$ cat src/rtl/grad_gen_pipe_pkg.sv
// grad_gen_pipe_pkg: shared constants and arithmetic helpers for the gradient generator
package grad_pkg;
    localparam int ROUND_TRUNC   = 0;
    localparam int ROUND_HALF_UP = 1;

    function automatic int NUM_CH(input int k);
        return k + 2;
    endfunction

    // Offset (in channels) of stage k's channels inside the flattened all-stage bus
    function automatic int ch_base(input int k);
        return k * (k + 3) / 2;
    endfunction

    // Callers pass zero-extended WIDTH-bit values and keep the low WIDTH bits;
    // the 33-bit sum cannot wrap, so the kept result never overflows
    function automatic logic [32:0] conc_avg(input logic [31:0] a, input logic [31:0] b, input logic mode);
        return ({1'b0, a} + {1'b0, b} + 33'(mode)) >> 1;
    endfunction
endpackage

$ cat src/rtl/grad_gen_pipe_if.sv
// grad_gen_pipe_if: inlet/outlet handshake bundle of the gradient generator pipe
interface grad_gen_pipe_if #(
    parameter int WIDTH      = 8,
    parameter int NUM_LAYERS = 3
);
    logic                                in_valid;
    logic                                in_ready;
    logic [WIDTH-1:0]                    soln1_conc;
    logic [WIDTH-1:0]                    soln2_conc;
    logic                                out_valid;
    logic                                out_ready;
    logic [(NUM_LAYERS+2)*WIDTH-1:0]     out_conc;
    logic [$clog2(NUM_LAYERS+1)-1:0]     occupancy;

    modport master (
        output in_valid, soln1_conc, soln2_conc, out_ready,
        input  in_ready, out_valid, out_conc, occupancy
    );

    modport slave (
        input  in_valid, soln1_conc, soln2_conc, out_ready,
        output in_ready, out_valid, out_conc, occupancy
    );
endinterface

$ cat src/rtl/grad_gen_pipe_layer.sv
// grad_layer: one registered mixer layer turning IN_CH channels into IN_CH+1
module grad_layer
    import grad_pkg::*;
#(
    parameter int WIDTH      = 8,
    parameter int IN_CH      = 2,
    parameter int ROUND_MODE = ROUND_HALF_UP
) (
    input  logic                       clk,
    input  logic                       rst,
    input  logic                       in_valid_i,
    input  logic                       take_i,
    input  logic [IN_CH*WIDTH-1:0]     in_data_i,
    output logic                       load_o,
    output logic                       valid_o,
    output logic [(IN_CH+1)*WIDTH-1:0] data_o
);
    logic                       valid_q;
    logic [(IN_CH+1)*WIDTH-1:0] data_q;
    logic [(IN_CH+1)*WIDTH-1:0] data_d;

    for (genvar i = 0; i <= IN_CH; i++) begin : g_ch
        if (i == 0) begin : g_first
            assign data_d[0 +: WIDTH] = in_data_i[0 +: WIDTH];
        end else if (i == IN_CH) begin : g_last
            assign data_d[i*WIDTH +: WIDTH] = in_data_i[(i-1)*WIDTH +: WIDTH];
        end else begin : g_mix
            assign data_d[i*WIDTH +: WIDTH] = WIDTH'(conc_avg(32'(in_data_i[(i-1)*WIDTH +: WIDTH]),
                                                              32'(in_data_i[i*WIDTH +: WIDTH]),
                                                              ROUND_MODE == ROUND_HALF_UP));
        end
    end

    assign load_o  = !valid_q || take_i;
    assign valid_o = valid_q;
    assign data_o  = data_q;

    // Capture upstream stage whenever this slot is free or being drained
    always_ff @(posedge clk) begin
        if (rst) begin
            valid_q <= 1'b0;
            data_q  <= '0;
        end else if (load_o) begin
            valid_q <= in_valid_i;
            if (in_valid_i) data_q <= data_d;
        end
    end
endmodule

$ cat src/rtl/grad_gen_pipe.sv
// grad_gen_pipe: N-layer diffusion-mixer gradient generator with valid/ready backpressure
module grad_gen_pipe
    import grad_pkg::*;
#(
    parameter int WIDTH      = 8,
    parameter int NUM_LAYERS = 3,
    parameter int ROUND_MODE = ROUND_HALF_UP
) (
    input logic          clk,
    input logic          rst,
    grad_gen_pipe_if.slave bus
);
    localparam int TOT = ch_base(NUM_LAYERS + 1);
    localparam int OW  = $clog2(NUM_LAYERS + 1);

    logic [TOT*WIDTH-1:0]  ch;
    logic [NUM_LAYERS:0]   v;
    logic [NUM_LAYERS:0]   v_d;
    logic [NUM_LAYERS:1]   load;
    logic [NUM_LAYERS:1]   take;
    logic [OW-1:0]         occ_q;
    logic [OW-1:0]         occ_d;

    assign v[0]               = bus.in_valid;
    assign ch[0 +: 2*WIDTH]   = {bus.soln2_conc, bus.soln1_conc};

    for (genvar k = 1; k <= NUM_LAYERS; k++) begin : g_layer
        if (k == NUM_LAYERS) begin : g_tail
            assign take[k] = bus.out_ready;
        end else begin : g_mid
            assign take[k] = load[k+1];
        end
        grad_layer #(
            .WIDTH(WIDTH),
            .IN_CH(k + 1),
            .ROUND_MODE(ROUND_MODE)
        ) u_layer (
            .clk(clk),
            .rst(rst),
            .in_valid_i(v[k-1]),
            .take_i(take[k]),
            .in_data_i(ch[ch_base(k-1)*WIDTH +: NUM_CH(k-1)*WIDTH]),
            .load_o(load[k]),
            .valid_o(v[k]),
            .data_o(ch[ch_base(k)*WIDTH +: NUM_CH(k)*WIDTH])
        );
    end

    assign bus.in_ready  = load[1];
    assign bus.out_valid = v[NUM_LAYERS];
    assign bus.out_conc  = ch[ch_base(NUM_LAYERS)*WIDTH +: NUM_CH(NUM_LAYERS)*WIDTH];
    assign bus.occupancy = occ_q;

    // Predict next-cycle stage valid bits so occupancy tracks them without lag
    always_comb begin
        v_d    = '0;
        v_d[0] = v[0];
        for (int k = 1; k <= NUM_LAYERS; k++) v_d[k] = load[k] ? v[k-1] : v[k];
        occ_d  = OW'($countones(v_d[NUM_LAYERS:1]));
    end

    // Occupancy register updated in lockstep with the stage valid bits
    always_ff @(posedge clk) begin
        if (rst) occ_q <= '0;
        else     occ_q <= occ_d;
    end
endmodule

$ cat src/flat_wrapper.sv
// flat-port wrapper written by rule: the top's interface ports become plain ports
module grad_gen_pipe_flat import grad_pkg::*;
#(
    parameter int WIDTH      = 8,
    parameter int NUM_LAYERS = 3,
    parameter int ROUND_MODE = ROUND_HALF_UP
)
  (clk, rst, bus_in_valid, bus_soln1_conc, bus_soln2_conc, bus_out_ready, bus_in_ready, bus_out_valid, bus_out_conc, bus_occupancy);
  grad_gen_pipe_if #(.WIDTH(WIDTH), .NUM_LAYERS(NUM_LAYERS)) bus_i ();
  input logic clk;
  input logic rst;
  input wire logic [$bits(bus_i.in_valid)-1:0] bus_in_valid;
  input wire logic [$bits(bus_i.soln1_conc)-1:0] bus_soln1_conc;
  input wire logic [$bits(bus_i.soln2_conc)-1:0] bus_soln2_conc;
  input wire logic [$bits(bus_i.out_ready)-1:0] bus_out_ready;
  output wire logic [$bits(bus_i.in_ready)-1:0] bus_in_ready;
  output wire logic [$bits(bus_i.out_valid)-1:0] bus_out_valid;
  output wire logic [$bits(bus_i.out_conc)-1:0] bus_out_conc;
  output wire logic [$bits(bus_i.occupancy)-1:0] bus_occupancy;
  assign bus_i.in_valid = bus_in_valid;
  assign bus_i.soln1_conc = bus_soln1_conc;
  assign bus_i.soln2_conc = bus_soln2_conc;
  assign bus_i.out_ready = bus_out_ready;
  assign bus_in_ready = bus_i.in_ready;
  assign bus_out_valid = bus_i.out_valid;
  assign bus_out_conc = bus_i.out_conc;
  assign bus_occupancy = bus_i.occupancy;
  grad_gen_pipe #(.WIDTH(WIDTH), .NUM_LAYERS(NUM_LAYERS), .ROUND_MODE(ROUND_MODE)) u_core (.clk(clk), .rst(rst), .bus(bus_i));
endmodule
$ cat config.mk
export PLATFORM = sky130hd
export DESIGN_NAME = grad_gen_pipe_flat
export DESIGN_NICKNAME = d
export VERILOG_FILES = /design/src/rtl/grad_gen_pipe_pkg.sv /design/src/rtl/grad_gen_pipe_if.sv /design/src/rtl/grad_gen_pipe_layer.sv /design/src/rtl/grad_gen_pipe.sv /design/src/flat_wrapper.sv
export SDC_FILE = /design/constraint.sdc
export NUM_CORES = 1
export LEC_CHECK = 0
export ABC_AREA = 1
export BUFFER_PORTS_ARGS = -buffer_cell sky130_fd_sc_hd__buf_4
export CAP_MARGIN = 20
export CORE_MARGIN = 3
export CORE_UTILIZATION = 50
export DETAILED_ROUTE_END_ITERATION = 8
export GPL_TIMING_DRIVEN = 1
export PLACE_DENSITY = 0.79
export RECOVER_POWER = 25
export SLEW_MARGIN = 20
export SYNTH_ARGS = -nofsm -noshare
export SYNTH_HDL_FRONTEND = slang
export SYNTH_SLANG_ARGS = --single-unit
$ cat constraint.sdc
create_clock -name clk -period 1.95 [get_ports clk]
set_input_delay 0.0975 -clock clk [delete_from_list [all_inputs] [get_ports clk]]
set_output_delay 0.0975 -clock clk [all_outputs]
set_load 0.03 [all_outputs]
* After elaboration in Yosys (flattened, before gate mapping)
Index checks and enable logic that the tools add are counted.
** Storage, ports and cells
- Output and inout port bits :: 44
- Latch bits :: 0
- Memories kept :: 0
- Memory bits (read-only) :: 0
- Register bits after elaboration :: 101
- Logic and storage cells :: 33
- Bits in writable memories :: 0
** Operators by class
- Add/sub/neg operators :: 14
- Reduce and logical (&&, ||, !) cells :: 9
- Shift-type cells :: 0
- Multipliers :: 0
- Mux-type cells :: 3
- Equal/unequal tests :: 0
- Div/mod/pow operators :: 0
- Bitwise operators :: 0
- $lt $le $gt $ge :: 0
** Operators with widths (number)
- 8-bit by 8-bit adder with 9-bit output :: 6
- 9-bit by 1-bit adder with 9-bit output (second input constant) :: 6
- 2-bit AND reduction :: 3
- 1-bit zero test :: 3
- 1-bit logical OR :: 3
- 1-bit 2-to-1 mux :: 3
- 1-bit by 1-bit adder with 2-bit output :: 1
- 2-bit by 1-bit adder with 2-bit output :: 1

* Depth between registers and ports, before layout
- Depth in word-level cells :: 7
- Depth in mapped cells :: 11

* Cells and area by module
From an unflattened synthesis, not the netlist that was laid out.
** Unflattened totals
- Cells, all modules :: 830
- Area, all modules :: 5820.6 sq um
** Modules (own cells, without submodules)
- grad_layer at u_core.g_layer[3].u_layer :: seq. area each 820.8 sq um, cells an instance 368, area an instance 2507.4 sq um, times used 1
- grad_layer at u_core.g_layer[2].u_layer :: seq. area each 660.6 sq um, cells an instance 267, area an instance 1888.1 sq um, times used 1
- grad_layer at u_core.g_layer[1].u_layer :: seq. area each 500.5 sq um, cells an instance 174, area an instance 1297.5 sq um, times used 1
- grad_gen_pipe :: seq. area each 40.0 sq um, cells an instance 21, area an instance 127.6 sq um, times used 1

* Worst setup path before layout
OpenSTA, ideal clock, no wires.
- Kind :: reg2reg
- Start :: register u_core.g_layer[3].u_layer.valid_q
- End :: register u_core.occ_q[0], in the netlist u_core.bus.occupancy[0]
- Period minus slack after synthesis :: 1.928 ns
- Buffers on the path :: 1
- Setup slack :: 0.022 ns
- Setup time :: 0.067 ns
- Data arrival time :: 1.862 ns
- Cell stages (with the launch flop) :: 8
- Cell sequence :: dfxtp_1 > nand4_2 > nand2_4 > buf_6 > nand2_1 > inv_1 > fa_1 > nor2_1
** On the way
- Word-level cells in the longest chain between the ends :: 7
** RTL lines
- start: declaration :: RTL line grad_gen_pipe_layer.sv:18 : logic valid_q;
- start signal: assignment :: RTL line grad_gen_pipe_layer.sv:44 : valid_q <= in_valid_i;
- 1-bit zero test :: RTL line grad_gen_pipe_layer.sv:34 : assign load_o = !valid_q || take_i;
- 1-bit logical OR (3 in a row) :: RTL line grad_gen_pipe_layer.sv:34
- net bus_in_ready :: RTL line flat_wrapper.sv:16 : output wire logic [$bits(bus_i.in_ready)-1:0] bus_in_ready;
- 1-bit 2-to-1 mux
- 1-bit by 1-bit adder with 2-bit output (not written as such) :: RTL line grad_gen_pipe.sv:59 : occ_d = OW'($countones(v_d[NUM_LAYERS:1]));
- 2-bit by 1-bit adder with 2-bit output (not written as such) :: RTL line grad_gen_pipe.sv:59
- end signal: assignment :: RTL line grad_gen_pipe.sv:64 : if (rst) occ_q <= '0;
- end signal: assignment :: RTL line grad_gen_pipe.sv:65 : else occ_q <= occ_d;
- end: declaration :: RTL line grad_gen_pipe.sv:21 : logic [OW-1:0] occ_q;
The timed path passes the listed nets, and every way through them passes these cells.
A chain may end at the register's enable or synchronous reset.

* Worst setup path after layout
- Start :: register u_core.g_layer[1].u_layer.data_q[0]
- End :: register u_core.g_layer[2].u_layer.data_q[13]
** On the way
- Word-level cells in the longest chain between the ends :: 2
** RTL lines
- start: declaration :: RTL line grad_gen_pipe_layer.sv:19 : logic [(IN_CH+1)*WIDTH-1:0] data_q;
- start signal: assignment :: RTL line grad_gen_pipe_layer.sv:45 : if (in_valid_i) data_q <= data_d;
- 8-bit by 8-bit adder with 9-bit output :: RTL line grad_gen_pipe_pkg.sv:18 : return ({1'b0, a} + {1'b0, b} + 33'(mode)) >> 1;
- 9-bit by 1-bit adder with 9-bit output :: RTL line grad_gen_pipe_pkg.sv:18
- end signal: assignment :: RTL line grad_gen_pipe_layer.sv:45
- end: declaration :: RTL line grad_gen_pipe_layer.sv:19
No other way between the ends.

==> flow_summary.json <==
{
  "grt-ovfl-total": 0,
  "grt_max_degree": 56,
  "critPathKind": "reg -> reg",
  "seqCellArea_um2": 2020,
  "synth_xor_area_share_pct": 2.46,
  "cp_max_fo": 3,
  "firstDrtPassIters": 5,
  "crit_family": "simple AND/OR/NAND/NOR gates",
  "setup_viol": 0,
  "layout-drive-gt1-share_pct": 6.85,
  "worstPathRequired_ns": 2.19,
  "h-tree-depth": 3,
  "worst-path-buf-inv": 3,
  "place_congestion": 0.897,
  "layout_min_cycle_time_ns": 1.66,
  "drtIter0Drc": 298,
  "grt_pass1_wl_mm": 21.3,
  "io_buffers": 63,
  "worstHoldPathType": "in -> reg",
  "worst_ep_arrival_time_ns": 1.90,
  "initial_core_util_pct": 52.1,
  "worst_skew_pair.late_latency_ns": 0.35,
  "drc": 0,
  "synth_cells": 877,
  "io-pin-count": 64,
  "crit_path_top_delay_cell": "fa_1",
  "rows": 39,
  "ant_nets": 0,
  "synth_compound_area_share_pct": 12.7,
  "cts_root_buf": "clkbuf_16",
  "cts.sinks": 101,
  "synth_edf_count": 0,
  "wl_per_cell_um": 12.6,
  "die_height_um": 116,
  "hold_violations": 0,
  "end_kind": "flop",
  "tns_ns": 0,
  "synthSimpleGateAreaFrac_pct": 25.6,
  "finClkSkew_ns": 0.00820,
  "cts_hold_buffers": 0,
  "tightest_slew_ns": 0.650,
  "cp-start-kind": "flop",
  "outcome": "finished clean",
  "cap_viol_max_count": 0,
  "yosys.area_share.adder_pct": 11.0,
  "syn2layout_area_growth_pct": 7.01,
  "syn-cell-area_um2": 6050,
  "switching_share_pct": 29.4,
  "p_total_mw": 5.37,
  "worstPathCellList": "inv_1, nand2_1, inv_1, fa_1, o21ai_0, nand3_1, nand3_1, nand3_1, nand2_1, inv_1",
  "synth.distinct_cells": 33,
  "routed_wl_mm": 13.0,
  "leakagePower_nw": 3.27,
  "core-area_um2": 11600,
  "clkPwrFrac_pct": 36.6,
  "muxShareOfSynthArea_pct": 0,
  "rsz0062_at_grt": "false",
  "avgSynthCellArea_um2": 6.90,
  "peakVddDrop_mv": 0.402,
  "clk_path_buf_depth": 2,
  "slowest_delay_ns": 0.43,
  "powerDensity_nw_per_um2": 830,
  "finalNetCount": 955,
  "finalCritPeriodShare_pct": 84.9,
  "ys_ff_latch": 101,
  "fin_util_pct": 55.8,
  "fmax_ghz": 0.604,
  "hpwlAfterDp_mm": 9.50,
  "post-cts-setup-buffers": 0,
  "slew_headroom_pct": 56.6,
  "die_w_um": 116,
  "fillers": 1157,
  "p_switching_mw": 1.58,
  "slew_violations": 0,
  "viasPerCell": 5.01,
  "grtUsageTotal_pct": 19.6,
  "combPwrFrac_pct": 20.3,
  "cts_resized": 0,
  "async_flop_share_pct": 0,
  "p_int_mw": 3.80,
  "ys_warn_count": 0,
  "numCtsBuffers": 9,
  "synth_top_family_by_area": "simple AND/OR/NAND/NOR gates",
  "synth_nets": 946,
  "synth_seq_area_share_pct": 33.4,
  "multi_input_area_um2": 3130,
  "antenna_found_initial": 0,
  "clkTransAtPathRegs_ns": 0.07,
  "p_seq_share_pct": 43.1,
  "grt_pass1_vias": 4579,
  "n_antenna_cell": 0,
  "die_area_um2": 13500,
  "cts_tree": "built",
  "vias": 5182,
  "synth-main-ff-cell": "dfxtp_1"
}
## kinds of logic (layout without fill, tap and decap cells)
family | Yosys count | in the layout
fa+ha+maj | 49 | 49
buf+inv | 180 | 194
compound gates | 149 | 149
simple gates | 381 | 381
flops | 101 | 101
xor+xnor | 17 | 17
## layout by cell type (no fill, tap or decap), types with 2 or more instances in the layout
master and n:
fa_1 7, clkbuf_8 2, a21oi_1 57, nand3b_1 2, a211oi_1 3, xnor2_1 9
o211ai_1 3, buf_4 30, bufinv_16 2, nand3_1 41, o21a_1 2, or2_2 5
nand4_1 7, xor2_1 8, nor2_1 165, buf_12 2, inv_2 3, o21ai_0 79
nand2_1 155, clkbuf_16 9, ha_1 42, clkbuf_1 37, inv_1 107, dfxtp_1 101
o21ai_1 4
## power groups by stage
stage | clock, mW | sequential (mW) | combinational, mW
after global routing | 2.06 | 2.33 | 1.24
final | 1.97 | 2.31 | 1.09
after CTS | 2.00 | 2.31 | 1.12
after global placement | 0 | 2.36 | 1.09
after floorplan | 0 | 2.32 | 0.897
after detailed placement | 0 | 2.36 | 1.11
## per-stage QoR
stage	std cells	setup slack [ns]	area, um2	hold WS (ns)
after floorplan	877	0.0216	6050	0.260
after global placement	1018	0.339	6280	0.369
after detailed placement	1018	0.294	6280	0.374
after CTS	1034	0.279	6610	0.0171
after global routing	1034	0.0851	6480	0.0334
final	1034	0.295	6480	0.0165
## state kept, by name (all words and copies together) (netlist names)
name / flops
u_core.bus.occupancy: 2
u_core.g_layer.u_layer.data_o: 96
u_core.g_layer.u_layer.valid_o: 3
## Yosys cell counts (4+ instances only)
| cell type | count | area (um2) |
|---|---|---|
| buf_6 | 6 | 67.6 |
| xor2_1 | 8 | 70.1 |
| a21oi_1 | 57 | 285 |
| nor2_1 | 165 | 619 |
| fa_1 | 7 | 140 |
| clkbuf_1 | 7 | 26.3 |
| nand2_1 | 155 | 582 |
| buf_4 | 43 | 323 |
| buf_2 | 10 | 50.1 |
| nand3_1 | 41 | 205 |
| nand4_1 | 7 | 43.8 |
| o21ai_0 | 79 | 395 |
| dfxtp_1 | 101 | 2020 |
| inv_1 | 107 | 402 |
| xnor2_1 | 9 | 78.8 |
| o21ai_1 | 4 | 20.0 |
| or2_2 | 5 | 31.3 |
| ha_1 | 42 | 526 |
## path summary, 6_finish.rpt
| path | start | end | slack, ns | cells after the start |
|---|---|---|---|---|
| worst max-delay path | u_core.g_layer[1].u_layer.data_o[0]$_SDFFE_PP0P_ | u_core.g_layer[2].u_layer.data_o[13]$_SDFFE_PP0P_ | 0.29 | 10 |
| worst min register to register | u_core.g_layer[1].u_layer.data_o[16]$_SDFFE_PP0P_ | u_core.g_layer[1].u_layer.data_o[16]$_SDFFE_PP0P_ | 0.48 | 2 |
| worst min-delay path | bus_soln1_conc[5] | u_core.g_layer[1].u_layer.data_o[5]$_SDFFE_PP0P_ | 0.02 | 3 |
| worst max register to register | u_core.g_layer[1].u_layer.data_o[0]$_SDFFE_PP0P_ | u_core.g_layer[2].u_layer.data_o[13]$_SDFFE_PP0P_ | 0.29 | 10 |
## final cells by class
class | instances | share of cell area, %
clock buffer | 13 | 4.02
clock inverter | 3 | 1.04
timing repair buffer | 67 | 6.12
tap | 143 | 2.76
inverter | 111 | 6.47
sequential | 101 | 31.2
multi-input combinational | 596 | 48.4
## per-layer routing
metal,GRT usage [%],vias up,wire [um]
met5,0,-,0
met4,4.72,0,132
met3,4.18,13,653
met2,32.0,129,5840
met1,26.8,2275,6370
li1,-,2765,-
## worst reg2reg max path: stages, from the launching register on
cell	delay [ns]
dfxtp_1	0.34
inv_1	0.06
nand2_1	0.10
inv_1	0.06
fa_1	0.43
o21ai_0	0.18
nand3_1	0.11
nand3_1	0.08
nand3_1	0.07
nand2_1	0.09
inv_1	0.03
No activity file was read; power rests on OpenSTA's default activity.
